==> src/rtl/mips_run_monitor_if.sv <==
// mips_run_monitor_if
// CPU-side bus shared by a mips_single_cycle core and the run monitor that
// watches it. The CPU drives the address/data/strobe signals and receives its
// reset from the monitor.
//   inst_adr  : CPU program counter
//   data_adr  : CPU data-memory address
//   data_wr   : CPU store data
//   mem_read  : CPU load strobe
//   mem_write : CPU store strobe
//   cpu_rst   : reset driven back into the CPU by the monitor
// Modports: master = CPU side, slave = monitor side.
interface mips_run_monitor_if #(
  parameter int ADDR_W = 32,
  parameter int DATA_W = 32
);
  logic [ADDR_W-1:0] inst_adr;
  logic [ADDR_W-1:0] data_adr;
  logic [DATA_W-1:0] data_wr;
  logic              mem_read;
  logic              mem_write;
  logic              cpu_rst;

  modport master (
    output inst_adr,
    output data_adr,
    output data_wr,
    output mem_read,
    output mem_write,
    input  cpu_rst
  );

  modport slave (
    input  inst_adr,
    input  data_adr,
    input  data_wr,
    input  mem_read,
    input  mem_write,
    output cpu_rst
  );
endinterface

==> src/rtl/mips_run_monitor.sv <==
// mips_run_monitor
// Run-control and observation block for a single-cycle MIPS test harness.
// Holds the CPU in reset for RST_CYCLES edges, then counts execution cycles,
// loads and stores, captures the latest store to WATCH_ADR, and stops
// counting when the program parks on a self-jump (halt) or runs for
// MAX_CYCLES cycles (timeout).
// Ports:
//   clk        : clock, rising edge
//   rst        : asynchronous active-high reset
//   bus        : CPU bus (slave modport); cpu_rst is driven from here
//   cycle_cnt  : RUN cycles elapsed
//   rd_cnt     : loads seen while running
//   wr_cnt     : stores seen while running
//   watch_hit  : a store to WATCH_ADR has occurred
//   watch_data : data of the latest store to WATCH_ADR
//   halted     : self-jump detected
//   timeout    : MAX_CYCLES reached without a halt
//   done       : halted | timeout
module mips_run_monitor #(
  parameter int                ADDR_W      = 32,
  parameter int                DATA_W      = 32,
  parameter int                CNT_W       = 16,
  parameter int                RST_CYCLES  = 2,
  parameter int                MAX_CYCLES  = 300,
  parameter int                HALT_REPEAT = 3,
  parameter logic [ADDR_W-1:0] WATCH_ADR   = '0
) (
  input  logic              clk,
  input  logic              rst,
  mips_run_monitor_if.slave bus,
  output logic [CNT_W-1:0]  cycle_cnt,
  output logic [CNT_W-1:0]  rd_cnt,
  output logic [CNT_W-1:0]  wr_cnt,
  output logic              watch_hit,
  output logic [DATA_W-1:0] watch_data,
  output logic              halted,
  output logic              timeout,
  output logic              done
);

  localparam int HOLD_W = $clog2(RST_CYCLES + 1);
  localparam int REP_W  = $clog2(HALT_REPEAT + 1);

  typedef enum logic [1:0] {
    S_HOLD,
    S_RUN,
    S_HALTED,
    S_TIMEOUT
  } state_t;

  state_t            state;
  logic [HOLD_W-1:0] hold_cnt;
  logic [ADDR_W-1:0] prev_adr;
  logic              prev_valid;
  logic [REP_W-1:0]  rep_cnt;

  logic [HOLD_W-1:0] hold_next;
  logic [CNT_W-1:0]  cycle_next;
  logic [CNT_W-1:0]  rd_next;
  logic [CNT_W-1:0]  wr_next;
  logic              rep_match;
  logic [REP_W-1:0]  rep_next;
  logic              halt_det;
  logic              max_reached;
  logic              watch_store;

  // Next-value logic for the RUN state. The repeat counter only ever climbs to
  // HALT_REPEAT before the machine leaves RUN, so it needs no saturation.
  // cycle_cnt cannot reach all-ones either, since the run stops at MAX_CYCLES.
  always_comb begin
    hold_next   = hold_cnt + 1'b1;
    cycle_next  = cycle_cnt + 1'b1;
    rd_next     = (&rd_cnt) ? rd_cnt : rd_cnt + 1'b1;
    wr_next     = (&wr_cnt) ? wr_cnt : wr_cnt + 1'b1;
    rep_match   = prev_valid && (bus.inst_adr == prev_adr);
    rep_next    = rep_match ? rep_cnt + 1'b1 : '0;
    halt_det    = rep_match && (rep_next == REP_W'(HALT_REPEAT));
    max_reached = (cycle_next == CNT_W'(MAX_CYCLES));
    watch_store = bus.mem_write && (bus.data_adr == WATCH_ADR);
  end

  // Main controller. HOLD keeps the CPU in reset while ignoring its bus; RUN
  // samples the bus every edge; HALTED and TIMEOUT freeze everything. The edge
  // that leaves RUN still records that cycle's counts and watch capture, and
  // halt takes priority when both conditions land on the same edge.
  always_ff @(posedge clk or posedge rst) begin
    if (rst) begin
      state       <= S_HOLD;
      bus.cpu_rst <= 1'b1;
      hold_cnt    <= '0;
      cycle_cnt   <= '0;
      rd_cnt      <= '0;
      wr_cnt      <= '0;
      watch_hit   <= 1'b0;
      watch_data  <= '0;
      halted      <= 1'b0;
      timeout     <= 1'b0;
      prev_adr    <= '0;
      prev_valid  <= 1'b0;
      rep_cnt     <= '0;
    end else begin
      case (state)
        S_HOLD: begin
          hold_cnt <= hold_next;
          if (hold_next == HOLD_W'(RST_CYCLES)) begin
            state       <= S_RUN;
            bus.cpu_rst <= 1'b0;
            prev_valid  <= 1'b0;
            rep_cnt     <= '0;
          end
        end
        S_RUN: begin
          cycle_cnt  <= cycle_next;
          prev_adr   <= bus.inst_adr;
          prev_valid <= 1'b1;
          rep_cnt    <= rep_next;
          if (bus.mem_read) begin
            rd_cnt <= rd_next;
          end
          if (bus.mem_write) begin
            wr_cnt <= wr_next;
          end
          if (watch_store) begin
            watch_hit  <= 1'b1;
            watch_data <= bus.data_wr;
          end
          if (halt_det) begin
            state  <= S_HALTED;
            halted <= 1'b1;
          end else if (max_reached) begin
            state   <= S_TIMEOUT;
            timeout <= 1'b1;
          end
        end
        default: begin
        end
      endcase
    end
  end

  // Both inputs are registers, so the OR cannot glitch.
  assign done = halted | timeout;

endmodule

==> src/flat_wrapper.sv <==
// flat-port wrapper written by rule: the top's interface ports become plain ports
module mips_run_monitor_flat 
#(
  parameter int                ADDR_W      = 32,
  parameter int                DATA_W      = 32,
  parameter int                CNT_W       = 16,
  parameter int                RST_CYCLES  = 2,
  parameter int                MAX_CYCLES  = 300,
  parameter int                HALT_REPEAT = 3,
  parameter logic [ADDR_W-1:0] WATCH_ADR   = '0
)
  (clk, rst, cycle_cnt, rd_cnt, wr_cnt, watch_hit, watch_data, halted, timeout, done, bus_inst_adr, bus_data_adr, bus_data_wr, bus_mem_read, bus_mem_write, bus_cpu_rst);
  mips_run_monitor_if #(.ADDR_W(ADDR_W), .DATA_W(DATA_W)) bus_i ();
  input  logic clk;
  input  logic rst;
  output logic [CNT_W-1:0] cycle_cnt;
  output logic [CNT_W-1:0] rd_cnt;
  output logic [CNT_W-1:0] wr_cnt;
  output logic watch_hit;
  output logic [DATA_W-1:0] watch_data;
  output logic halted;
  output logic timeout;
  output logic done;
  input wire logic [$bits(bus_i.inst_adr)-1:0] bus_inst_adr;
  input wire logic [$bits(bus_i.data_adr)-1:0] bus_data_adr;
  input wire logic [$bits(bus_i.data_wr)-1:0] bus_data_wr;
  input wire logic [$bits(bus_i.mem_read)-1:0] bus_mem_read;
  input wire logic [$bits(bus_i.mem_write)-1:0] bus_mem_write;
  output wire logic [$bits(bus_i.cpu_rst)-1:0] bus_cpu_rst;
  assign bus_i.inst_adr = bus_inst_adr;
  assign bus_i.data_adr = bus_data_adr;
  assign bus_i.data_wr = bus_data_wr;
  assign bus_i.mem_read = bus_mem_read;
  assign bus_i.mem_write = bus_mem_write;
  assign bus_cpu_rst = bus_i.cpu_rst;
  mips_run_monitor #(.ADDR_W(ADDR_W), .DATA_W(DATA_W), .CNT_W(CNT_W), .RST_CYCLES(RST_CYCLES), .MAX_CYCLES(MAX_CYCLES), .HALT_REPEAT(HALT_REPEAT), .WATCH_ADR(WATCH_ADR)) u_core (.clk(clk), .rst(rst), .bus(bus_i), .cycle_cnt(cycle_cnt), .rd_cnt(rd_cnt), .wr_cnt(wr_cnt), .watch_hit(watch_hit), .watch_data(watch_data), .halted(halted), .timeout(timeout), .done(done));
endmodule
==> config.mk <==
export PLATFORM = sky130hd
export DESIGN_NAME = mips_run_monitor_flat
export DESIGN_NICKNAME = d
export VERILOG_FILES = /design/src/rtl/mips_run_monitor_if.sv /design/src/rtl/mips_run_monitor.sv /design/src/flat_wrapper.sv
export SDC_FILE = /design/constraint.sdc
export NUM_CORES = 1
export LEC_CHECK = 0
export BUFFER_PORTS_ARGS = -buffer_cell sky130_fd_sc_hd__clkbuf_2
export CAP_MARGIN = 10
export CORE_ASPECT_RATIO = 0.9
export CORE_MARGIN = 5
export CORE_UTILIZATION = 55
export CTS_CLUSTER_DIAMETER = 30
export DETAILED_ROUTE_END_ITERATION = 8
export PLACE_DENSITY = 0.86
export SKIP_LAST_GASP = 1
export SLEW_MARGIN = 20
export SYNTH_ARGS = -nofsm -noshare
export SYNTH_HDL_FRONTEND = slang
export SYNTH_SLANG_ARGS = --single-unit
==> constraint.sdc <==
create_clock -name clk -period 7.8 [get_ports clk]
set_clock_uncertainty 0.2 [all_clocks]
set_input_delay 0.39 -clock clk [delete_from_list [all_inputs] [get_ports clk]]
set_output_delay 0.39 -clock clk [all_outputs]
set_load 0.02 [all_outputs]
Word level (Yosys, flattened, before mapping)

Cells that the tools add are included.

Add/sub/neg operators: 5
Equality and inequality tests: 7
Muxes and demuxes: 9
Bitwise logic cells: 4
Reduce and logical (&&, ||, !) cells: 16

Operators by type and width:

| operator                                                         | number |
|---|---|
| 16-bit by 1-bit adder with 16-bit output, second input constant  | 3 |
| 32-bit == test                                                   | 1 |
| 32-bit zero test                                                 | 1 |
| 16-bit AND reduction                                             | 2 |
| 16-bit by 9-bit == test with 1-bit output, second input constant | 1 |
| 3-bit AND reduction                                              | 4 |
| 2-bit two-way mux                                                | 5 |
| 2-bit one-hot mux with 2 select lines                            | 2 |
| 2-bit AND reduction                                              | 4 |
| 2-bit by 1-bit adder with 2-bit output, second input constant    | 2 |
| 2-bit == test, second input constant                             | 2 |
| 1-bit logical AND                                                | 3 |
| 3-bit by 1-bit != test with 1-bit output, second input constant  | 1 |
| 1-bit inverter                                                   | 3 |
| 2-bit by 1-bit == test with 1-bit output, second input constant  | 1 |
| 2-bit zero test                                                  | 1 |
| 2-bit by 1-bit != test with 1-bit output, second input constant  | 1 |
| 1-bit one-hot mux with 2 select lines                            | 1 |
| 2-bit nonzero test                                               | 1 |
| 1-bit two-way mux                                                | 1 |
| 1-bit bitwise OR                                                 | 1 |

Flip-flop bits (word level): 123
Input bits: 100
Output and inout port bits: 85
Word-level logic and storage cells: 54

Longest topological paths before layout

Gate-level depths: netlist (run 1).

Depth after elaboration: 7
Depth in mapped cells: 8
Depth with buffers taken out: 7

Least setup slack after synthesis (run 1)

Ideal clock, no wire load.

Kind: register -> register
Start: register u_core.wr_cnt[4]
End: register u_core.wr_cnt[1]
Setup time: 125 ps
Arrival time: 2040 ps
Required time: 7475 ps
Setup slack: 5435 ps
Stages on the path, launching flop included: 7
Path buffers: 1
Clock period less this slack: 2365 ps
Path through: dfrtp_1 > nand3_2 > or3_1 > buf_2 > or4_4 > nor2b_4 > mux2_4

Longest elaborated chain between the ends: 3

RTL lines:

| what                          | RTL line                | text |
|---|---|---|
| from (decl)                   | mips_run_monitor.sv:33  | `output logic [CNT_W-1:0] wr_cnt,` |
| from (signal assigned)        | mips_run_monitor.sv:121 | `wr_cnt <= wr_next;` |
| 16-bit AND reduction          | mips_run_monitor.sv:74  | `wr_next = (&wr_cnt) ? wr_cnt : wr_cnt + 1'b1;` |
| 1-bit inverter (no line)      | --                      |  |
| 3-bit AND reduction (no line) | --                      |  |

No other way between the ends.
A chain may end at the register's enable or synchronous reset.

Worst setup path after layout (run 1)

Start: register u_core.state[1]
End: register u_core.rd_cnt[15]

Longest elaborated chain between the ends: 2

RTL lines:

| what                                     | RTL line                | text |
|---|---|---|
| from (decl)                              | mips_run_monitor.sv:51  | `state_t state;` |
| from (signal assigned)                   | mips_run_monitor.sv:88  | `state <= S_HOLD;` |
| from (signal assigned)                   | mips_run_monitor.sv:106 | `state <= S_RUN;` |
| from (signal assigned)                   | mips_run_monitor.sv:128 | `state <= S_HALTED;` |
| 2-bit by 1-bit == test with 1-bit output | mips_run_monitor.sv:102 | `case (state)` |
| 3-bit AND reduction (no line)            | --                      |  |
| to (signal assigned)                     | mips_run_monitor.sv:118 | `rd_cnt <= rd_next;` |
| to (decl)                                | mips_run_monitor.sv:32  | `output logic [CNT_W-1:0] rd_cnt,` |

No other way between the ends.

==> impl_metrics.json, run 1 <==
{
  "status": "completed",
  "ctsHoldBuffers": 19,
  "dieArea_mm2": 0.0123,
  "antenna_cells": 0,
  "ant_nets": 0,
  "p_per_area_mw_per_mm2": 238,
  "fin_tns_setup_ps": 0,
  "syn2layout_area_growth_pct": 33.4,
  "nets": 845,
  "wl_met2_um": 7070,
  "fmaxAchievable_mhz": 382,
  "core_area_mm2": 0.0101,
  "synth_edf_count": 0,
  "path_class": "flop to flop",
  "wl_per_cell_um": 16.4,
  "hpwl_um": 10300,
  "drt_iter0_drc": 328,
  "arrival_ps": 2740,
  "cp_max_fo": 29,
  "post_route_cells_drive_above_1_share_pct": 35.1,
  "cp-end-kind": "flop",
  "async_reset_ff_share_pct": 100,
  "synth_commonest_cells": "nand2_1 (128), dfrtp_1 (122), xnor2_1 (54)",
  "dieHeight_um": 106,
  "dr.pass1.iters": 4,
  "postCtsSetupBuffers": 0,
  "grt_pass1_vias": 4830,
  "setup_viol": 0,
  "place.port_buffers": 184,
  "clk_latency_ps": 410,
  "hold_viol_final": 0,
  "via_per_inst": 5.34,
  "yosys-top-cells-area": "dfrtp_1 (54%), nand2_1 (8.6%), xnor2_1 (8.4%), mux2_2 (6.4%), xor2_1 (4.1%)",
  "ioPinCount": 185,
  "yosysWarnings": 0,
  "rows": 35,
  "wl_um": 14500,
  "grt_pass1_wl_um": 23600,
  "synth-seq-cells": 123,
  "htreeDepth": 4,
  "cts_tree": "yes",
  "maxCapViolCount": 0,
  "ys_seq_area_share_pct": 54.9,
  "layout_min_cycle_time_ps": 2620,
  "slew_viol_final": 0,
  "cts_resized": 0,
  "overflow": 0,
  "syn_avg_cell_area_um2": 10.6,
  "cts_made_buffers": 17,
  "wl_met1_um": 6160,
  "ys_types": 41,
  "gp_congestion": 0.881,
  "clock_path_buffers": 2,
  "synth_top_area_share_pct": 54.4,
  "yosysMostFrequentCell": "nand2_1",
  "met3_length_um": 927,
  "syn-num-nets": 635,
  "rsz0062_at_grt": "false",
  "synthFlopType": "dfrtp_1",
  "antenna_found_initial": 0,
  "route.top_layer_used": "met4",
  "fp.dieW_um": 116,
  "syn_inst": 531,
  "hold_slack_ps": 17.5,
  "min_period_over_period_pct": 33.5,
  "max-vdd-ir-drop_v": 0.000269,
  "clkSinkCount": 123,
  "worst_setup_path_start_kind": "flop",
  "grt_use_total_pct": 24.4,
  "total_power_mw": 1.78,
  "grt_max_degree": 75,
  "worstMarginPinSlew_ps": 921,
  "drc": 0,
  "clk_pin_slew_ps": 60,
  "critPathRequiredTime_ps": 7930,
  "synth_top_area_cell": "dfrtp_1",
  "cts_root_buf": "clkbuf_16",
  "num_vias": 4715,
  "hp-class": "input pin to flop",
  "start_util_pct": 55.4,
  "netlist_area_mm2": 0.00561,
  "max-slew-margin-rel_pct": 38.6,
  "leakage_nw": 3.85
}
==> worst max-delay path, cell delays in order (launching register included) <==
cell     delay, ps
dfrtp_1        460
nor2b_4        360
buf_4          370
and2_1         240
o31ai_1        190
buf_4          220
nor4_1         310
xor2_1         180
==> sequential cells by signal, summed over array words and instances, names as in the netlist <==
signal              flops
u_core.bus.cpu_rst      1
u_core.cycle_cnt       16
u_core.halted           1
u_core.hold_cnt         2
u_core.prev_adr        32
u_core.prev_valid       1
u_core.rd_cnt          16
u_core.rep_cnt          2
u_core.state            2
u_core.timeout          1
u_core.watch_data      32
u_core.watch_hit        1
u_core.wr_cnt          16
==> layout by cell type (no fill, tap or decap), types with 16 or more instances in the layout <==
cell type / netlist / routed
nor3_1: 18 / 17
dlygate4sd3_1: 0 / 19
nand3_1: 16 / 16
dfrtp_1: 122 / 122
mux2_2: 32 / 32
xor2_1: 26 / 26
clkbuf_16: 0 / 17
nor4_1: 18 / 18
xnor2_1: 54 / 54
nand2_1: 128 / 128
nand4_1: 27 / 27
nor2_1: 16 / 16
clkbuf_2: 0 / 184
==> per-layer routing <==
layer,track usage (%),vias to the layer above
met5,0,-
met4,7.37,0
met3,6.20,30
met2,39.5,176
met1,32.2,2270
li1,-,2239
==> area by class of cell <==
class | count | area (µm²)
fill | 679 | 2630
multi-input combinational | 380 | 2430
clock buffer | 21 | 480
tap | 129 | 161
sequential | 123 | 3080
clock inverter | 11 | 141
timing repair buffer | 208 | 1150
inverter | 11 | 43.8
==> metrics by stage <==
| step | instances | cell area, µm² | util [%] | worst slack [ps] |
|---|---|---|---|---|
| 6_report | 883 | 7480 | 74.0 | 5180 |
| 5_1_grt | 883 | 7480 | 74.0 | 4910 |
| 4_1_cts | 883 | 7480 | 74.0 | 5210 |
| 3_5_place_dp | 832 | 6670 | 66.0 | 5300 |
| 3_3_place_gp | 832 | 6670 | 66.0 | 5370 |
| 2_1_floorplan | 531 | 5610 | - | 3940 |
==> final timing paths <==
path | cells past startpoint | startpoint | slack (ps) | to
max | 7 | u_core.state[1] | 5180 | u_core.rd_cnt[15]
min | 2 | bus_data_wr[24] | 20 | u_core.watch_data[24]
max reg2reg | 7 | u_core.state[1] | 5180 | u_core.rd_cnt[15]
min reg2reg | 1 | u_core.watch_hit | 280 | u_core.watch_hit
max in group asynchronous | 4 | rst | 5640 | u_core.prev_adr[15]
min in group asynchronous | 3 | rst | 410 | u_core.watch_data[9]
==> power breakdown <==
part | switching (mW) | leakage (nW) | internal (mW)
clock network | 0.278 | 0.301 | 0.534
logic | 0.129 | 1.99 | 0.0996
registers | 0.0601 | 1.56 | 0.683
total | 0.468 | 3.85 | 1.32
==> logic make-up after synthesis <==
family | count (synthesis) | share of synthesized area, %
DFF | 123 | 54.9
xor gates and xnor gates | 80 | 12.5
adders and majority gates | 4 | 0.892
and+or+nand+nor | 247 | 20.9
AOI/OAI and AO/OA | 15 | 1.92
muxes | 34 | 6.87
buffers and inverters | 28 | 2.01
Note: power is estimated with default switching activity, not from simulation.
==> run 2: changes to the inputs <==
ABC_AREA = 1   (was unset)
CORE_UTILIZATION = 52   (was 55)
PLACE_DENSITY = 0.8   (was 0.86)
clock period = 2.5 ns   (was 7.8 ns; I/O delays follow)
==> run 2 against run 1 <==
Area after synthesis rose by 12%. Largest power group unchanged. Global-route usage rose by 1.9 points. Via count rose by 32%. Critical endpoint is now u_core.rd_cnt[6].
==> impl_metrics.json, run 2 <==
{
  "status": "completed",
  "reg_top3": "u_core.prev_adr: 32 flops, u_core.watch_data: 32 flops",
  "core_area_mm2": 0.0119,
  "endpoint": "u_core.rd_cnt[6]",
  "r2r_start": "u_core.rd_cnt[0]",
  "fp.dieW_um": 126,
  "slew_viol_final": 0,
  "grt_pass1_wl_um": 30700,
  "synth_top_area_share_pct": 48.6,
  "ys_seq_area_share_pct": 49.0,
  "synthFlopType": "dfrtp_1",
  "yosysWarnings": 0,
  "leakage_nw": 4.67,
  "ys_types": 38,
  "p_seq_share_pct": 39.7,
  "ioPinCount": 185,
  "reg2reg_to": "u_core.rd_cnt[6]",
  "cts_root_buf": "clkbuf_16",
  "final_area_mm2": 0.00862,
  "fmaxAchievable_mhz": 482,
  "grt_max_degree": 124,
  "synth_commonest_cells": "nand2_1 (275), dfrtp_1 (122), inv_1 (81)",
  "finalNonFillerCells": 1226,
  "critPathRequiredTime_ps": 2590,
  "rows": 38,
  "p_int_mw": 4.19,
  "crit_start": "u_core.rd_cnt[0]",
  "async_reset_ff_share_pct": 100,
  "synthAdderAreaFrac_pct": 0.797,
  "ant_nets": 0,
  "swShare_pct": 30.0,
  "via_per_inst": 5.08,
  "multi_input_area_mm2": 0.00275,
  "max-slew-margin-rel_pct": 57.3,
  "synth_top_family_by_area": "simple AND/OR/NAND/NOR gates",
  "clkSinkCount": 123,
  "antenna_cells": 0,
  "worst_setup_path_start_kind": "flop",
  "final_common_cell": "nand2_1",
  "n_fill_cell": 872,
  "maxCapViolCount": 0,
  "synth_xor_area_share_pct": 5.97,
  "synth-seq-cells": 123,
  "drt_iter0_drc": 484,
  "hp-class": "input pin to flop",
  "syn-num-nets": 902,
  "synth_edf_count": 0,
  "wl_per_cell_um": 14.9,
  "clk_pin_slew_ps": 60,
  "netlist_area_mm2": 0.00628,
  "nets": 1157,
  "htreeDepth": 4,
  "placed_area_mm2": 0.00734,
  "p_per_area_mw_per_mm2": 695,
  "comb_power_share_pct": 18.4,
  "place.port_buffers": 184,
  "antenna_found_initial": 0,
  "dp_cells": 1127,
  "layout_min_cycle_time_ps": 2080,
  "dr.pass1.iters": 5,
  "overflow": 0,
  "p_clk_share_pct": 41.9,
  "switching_power_mw": 1.79,
  "syn_inst": 798,
  "grt_use_total_pct": 26.3,
  "yosys-top-cells-area": "dfrtp_1 (49%), nand2_1 (16%), nand3_1 (5.2%), inv_1 (4.8%), xor2_1 (4.5%)",
  "path_class": "flop to flop",
  "cts_made_buffers": 17,
  "post-place-ws_ps": 444,
  "hold_viol_final": 0,
  "ctsHoldBuffers": 67,
  "start_util_pct": 52.6,
  "syn2layout_area_growth_pct": 37.2,
  "post_route_cells_drive_above_1_share_pct": 23.5,
  "dieArea_mm2": 0.0144,
  "muxShareOfSynthArea_pct": 0,
  "layout_common_cells": "nand2_1 (275), clkbuf_2 (184), dfrtp_1 (122), inv_1 (80), dlygate4sd3_1 (67)",
  "synth_compound_area_share_pct": 5.16,
  "drc": 0,
  "wl_um": 18300,
  "rsz0062_at_grt": "false",
  "hpwl_um": 11700,
  "yosysMostFrequentCell": "nand2_1",
  "setup_ws_ps": 425,
  "clock_path_buffers": 2,
  "syn_avg_cell_area_um2": 7.87,
  "worstMarginPinSlew_ps": 641,
  "dieHeight_um": 114,
  "synth_top_area_cell": "dfrtp_1",
  "reg2reg_slack_ps": 420,
  "postCtsSetupBuffers": 0,
  "arrival_ps": 2170,
  "setup_viol": 0,
  "cts_resized": 0,
  "layout.area.seq_mm2": 0.00308,
  "fin_tns_setup_ps": 0,
  "num_vias": 6229,
  "cts_tree": "yes",
  "gp_congestion": 0.887,
  "clk_latency_ps": 410,
  "cp_max_fo": 13,
  "max-vdd-ir-drop_v": 0.000779,
  "min_period_over_period_pct": 83.0,
  "cp-end-kind": "flop",
  "grt_pass1_vias": 6203,
  "worstRegToRegCells": 8,
  "synth_simple_gate_area_share_pct": 31.8
}
run 2: worst max-delay path, cell delays in order (launching register included):
cell,delay (ps)
dfrtp_1,420
ha_1,250
nand3_1,120
inv_1,80
nand4_1,100
nand3_2,230
nor2_1,300
nand2_1,100
xor2_1,150
run 2: final cells by class:
type	count	area share, %
sequential	123	35.7
multi-input combinational	566	31.9
timing repair buffer	259	19.3
clock buffer	21	5.34
inverter	86	3.79
tap	160	2.32
clock inverter	11	1.66
run 2: through the flow:
step           total power [mW]  hold WS, ps  util, %
2_1_floorplan              3.04         41.6        -
3_3_place_gp               3.39          154     61.5
3_5_place_dp               3.41          161     61.5
4_1_cts                    6.02         57.4     72.2
5_1_grt                    6.26          127     72.2
6_report                   5.99          102     72.2
run 2: logic make-up after synthesis:
| group | count (synthesis) |
|---|---|
| AO/OA/AOI/OAI | 62 |
| XOR/XNOR | 42 |
| adder cells (fa/ha/maj) | 4 |
| buffers and inverters | 109 |
| flip-flops | 123 |
| AND/OR/NAND/NOR | 458 |
run 2: worst min path at each step:
stage | depth (start not counted) | end | start | slack (ps)
after global routing | 7 | u_core.watch_data[25] | bus_data_adr[0] | 130
after CTS | 7 | u_core.watch_data[31] | bus_data_adr[7] | 60
after detailed placement | 3 | u_core.watch_data[18] | bus_data_wr[18] | 160
after global placement | 3 | u_core.watch_data[15] | bus_data_wr[15] | 150
final | 7 | u_core.watch_data[29] | bus_data_adr[2] | 100
after floorplan | 2 | u_core.prev_adr[12] | bus_inst_adr[12] | 40
run 2: metal layers:
layer,vias to the layer above,global-route usage [%],part of all wire [%]
met2,291,46.7,50
li1,3043,-,-
met4,0,10.2,2.6
met5,-,0,0
met1,2857,31.0,40
met3,38,6.25,7.5
run 2: power by group through the flow:
| stage | sequential (mW) | clock (mW) | combinational, mW |
|---|---|---|---|
| 6_report | 2.38 | 2.51 | 1.10 |
| 5_1_grt | 2.41 | 2.63 | 1.22 |
| 4_1_cts | 2.37 | 2.55 | 1.10 |
| 3_5_place_dp | 2.40 | 0 | 1.01 |
| 3_3_place_gp | 2.40 | 0 | 0.994 |
| 2_1_floorplan | 2.53 | 0 | 0.512 |
==> run 3: changes to the inputs <==
clock period = 2 ns   (was 2.5 ns; I/O delays follow)
==> run 3 against run 2 <==
Routed wire length is 3.4% lower. Critical path depth stayed put. Global-route usage down 0.85 points. Largest cell class unchanged. Total power grew 24%. Maximum frequency up 9.9%. Highest routed layer unchanged. Critical path type unchanged. Register-to-register slack worse by 310 ps. Via count is 0.61% lower.
==> impl_metrics.json, run 3 (synthesis results as in run 2) <==
{
  "status": "completed",
  "dieHeight_um": 114,
  "n_fill_cell": 855,
  "grt_pass1_wl_um": 29600,
  "slew_viol_final": 0,
  "place.port_buffers": 184,
  "start_util_pct": 52.6,
  "worstMarginPinSlew_ps": 637,
  "max-vdd-ir-drop_v": 0.00106,
  "post_route_cells_drive_above_1_share_pct": 23.6,
  "fp.dieW_um": 126,
  "fmaxAchievable_mhz": 530,
  "p_per_area_mw_per_mm2": 859,
  "hold_viol_final": 0,
  "layout_min_cycle_time_ps": 1890,
  "cts_root_buf": "clkbuf_16",
  "arrival_ps": 1980,
  "layout_common_cells": "nand2_1 (275), clkbuf_2 (184), dfrtp_1 (122), inv_1 (80), dlygate4sd3_1 (67)",
  "min_period_over_period_pct": 94.4,
  "antenna_found_initial": 0,
  "syn2layout_area_growth_pct": 38.0,
  "maxCapViolCount": 0,
  "final_common_cell": "nand2_1",
  "nets": 1163,
  "overflow": 0,
  "antenna_cells": 0,
  "crit_buf_inv": 1,
  "cp_max_fo": 7,
  "cpPeakStageDelay_ps": 410,
  "fin_tns_setup_ps": 0,
  "hold_slack_ps": 57.0,
  "dieArea_mm2": 0.0144,
  "setup_viol": 0,
  "core_area_mm2": 0.0119,
  "clkSinkCount": 123,
  "postCtsSetupBuffers": 0,
  "clock_path_buffers": 2,
  "drc": 0,
  "hp-class": "input pin to flop",
  "num_vias": 6191,
  "path_cells": "ha_1, nand3_1, inv_1, nand4_1, nand3_2, nor2_1, nand2_1, xor2_1",
  "rsz0062_at_grt": "false",
  "grt_pass1_vias": 6127,
  "dr.pass1.iters": 5,
  "cts_made_buffers": 17,
  "slowest_stage": "dfrtp_1",
  "htreeDepth": 4,
  "max-slew-margin-rel_pct": 57.5,
  "gp_congestion": 0.860,
  "path_class": "flop to flop",
  "cp-end-kind": "flop",
  "worst_setup_path_start_kind": "flop",
  "critPathRequiredTime_ps": 2090,
  "drt_iter0_drc": 384,
  "reg_top3": "u_core.prev_adr: 32 flops, u_core.watch_data: 32 flops",
  "clk_latency_ps": 410,
  "cts_tree": "yes",
  "leakage_nw": 4.70,
  "wl_per_cell_um": 14.3,
  "via_per_inst": 5.03,
  "ioPinCount": 185,
  "crit_family": "simple AND/OR/NAND/NOR gates",
  "ant_nets": 0,
  "wl_um": 17600,
  "hpwl_um": 11500,
  "grt_max_degree": 124,
  "clk_pin_slew_ps": 50,
  "grt_use_total_pct": 25.4,
  "rows": 38
}
[run 3: cell types whose count changed in the layout (fill, tap and decap cells not counted)]
| cell | change |
|---|---|
| nor2_2 | -2 |
| clkinv_4 | -1 |
| buf_12 | +1 |
| clkbuf_1 | +2 |
| buf_4 | +5 |
| inv_6 | -1 |
| nor2_4 | +2 |
| clkinvlp_4 | -1 |
[run 3: layer usage]
layer  part of all wire (%)  wire [µm]  track usage [%]
met5                      0          0                0
met3                    7.8       1370             7.00
met2                     49       8650             43.8
met4                    2.5        434             9.29
met1                     41       7200             30.8
[run 3: worst paths after layout]
path | cells after the start | slack, ps | start | endpoint
setup / recovery | 8 | 110 | u_core.rd_cnt[0] | u_core.rd_cnt[8]
hold / removal | 7 | 60 | bus_data_adr[7] | u_core.watch_data[29]
setup reg to reg | 8 | 110 | u_core.rd_cnt[0] | u_core.rd_cnt[8]
hold reg to reg | 2 | 270 | u_core.watch_hit | u_core.watch_hit
max in group asynchronous | 4 | 910 | rst | u_core.rd_cnt[3]
min in group asynchronous | 4 | 230 | rst | u_core.cycle_cnt[3]
[run 3: power by group]
group          total, mW  internal (mW)  switching (mW)
Combinational       1.44          0.547           0.890
Clock               3.06           2.01            1.05
Sequential          2.95           2.70           0.244
[run 3: worst reg2reg max path, cell delays in order (launching register included)]
cell,delay [ps]
dfrtp_1,410
ha_1,250
nand3_1,110
inv_1,70
nand4_1,100
nand3_2,140
nor2_1,240
nand2_1,100
xor2_1,150
[run 3: timing repair]
item,in CTS,in global routing
endpoints found under the hold margin,200,0
gates resized for setup,0,2
hold buffers,67,0
endpoints found under the setup margin,0,1
[run 3: cell type report]
class | instances | area, µm² | area share (%)
inverter | 86 | 327 | 3.77
tap | 160 | 200 | 2.31
clock inverter | 8 | 118 | 1.36
clock buffer | 23 | 468 | 5.40
timing repair buffer | 265 | 1720 | 19.9
sequential | 123 | 3080 | 35.5
multi-input combinational | 566 | 2760 | 31.8
[run 3: through the flow]
| step | instance area (µm²) | setup WS [ps] | util (%) | cells | total power [mW] |
|---|---|---|---|---|---|
| after floorplan | 6290 | 153 | - | 798 | 3.80 |
| after global placement | 7400 | 180 | 62.0 | 1133 | 4.27 |
| after detailed placement | 7400 | 136 | 62.0 | 1133 | 4.30 |
| after CTS | 8660 | 121 | 72.6 | 1231 | 7.48 |
| after global routing | 8670 | 3.86 | 72.6 | 1231 | 7.81 |
| final | 8670 | 112 | 72.6 | 1231 | 7.45 |
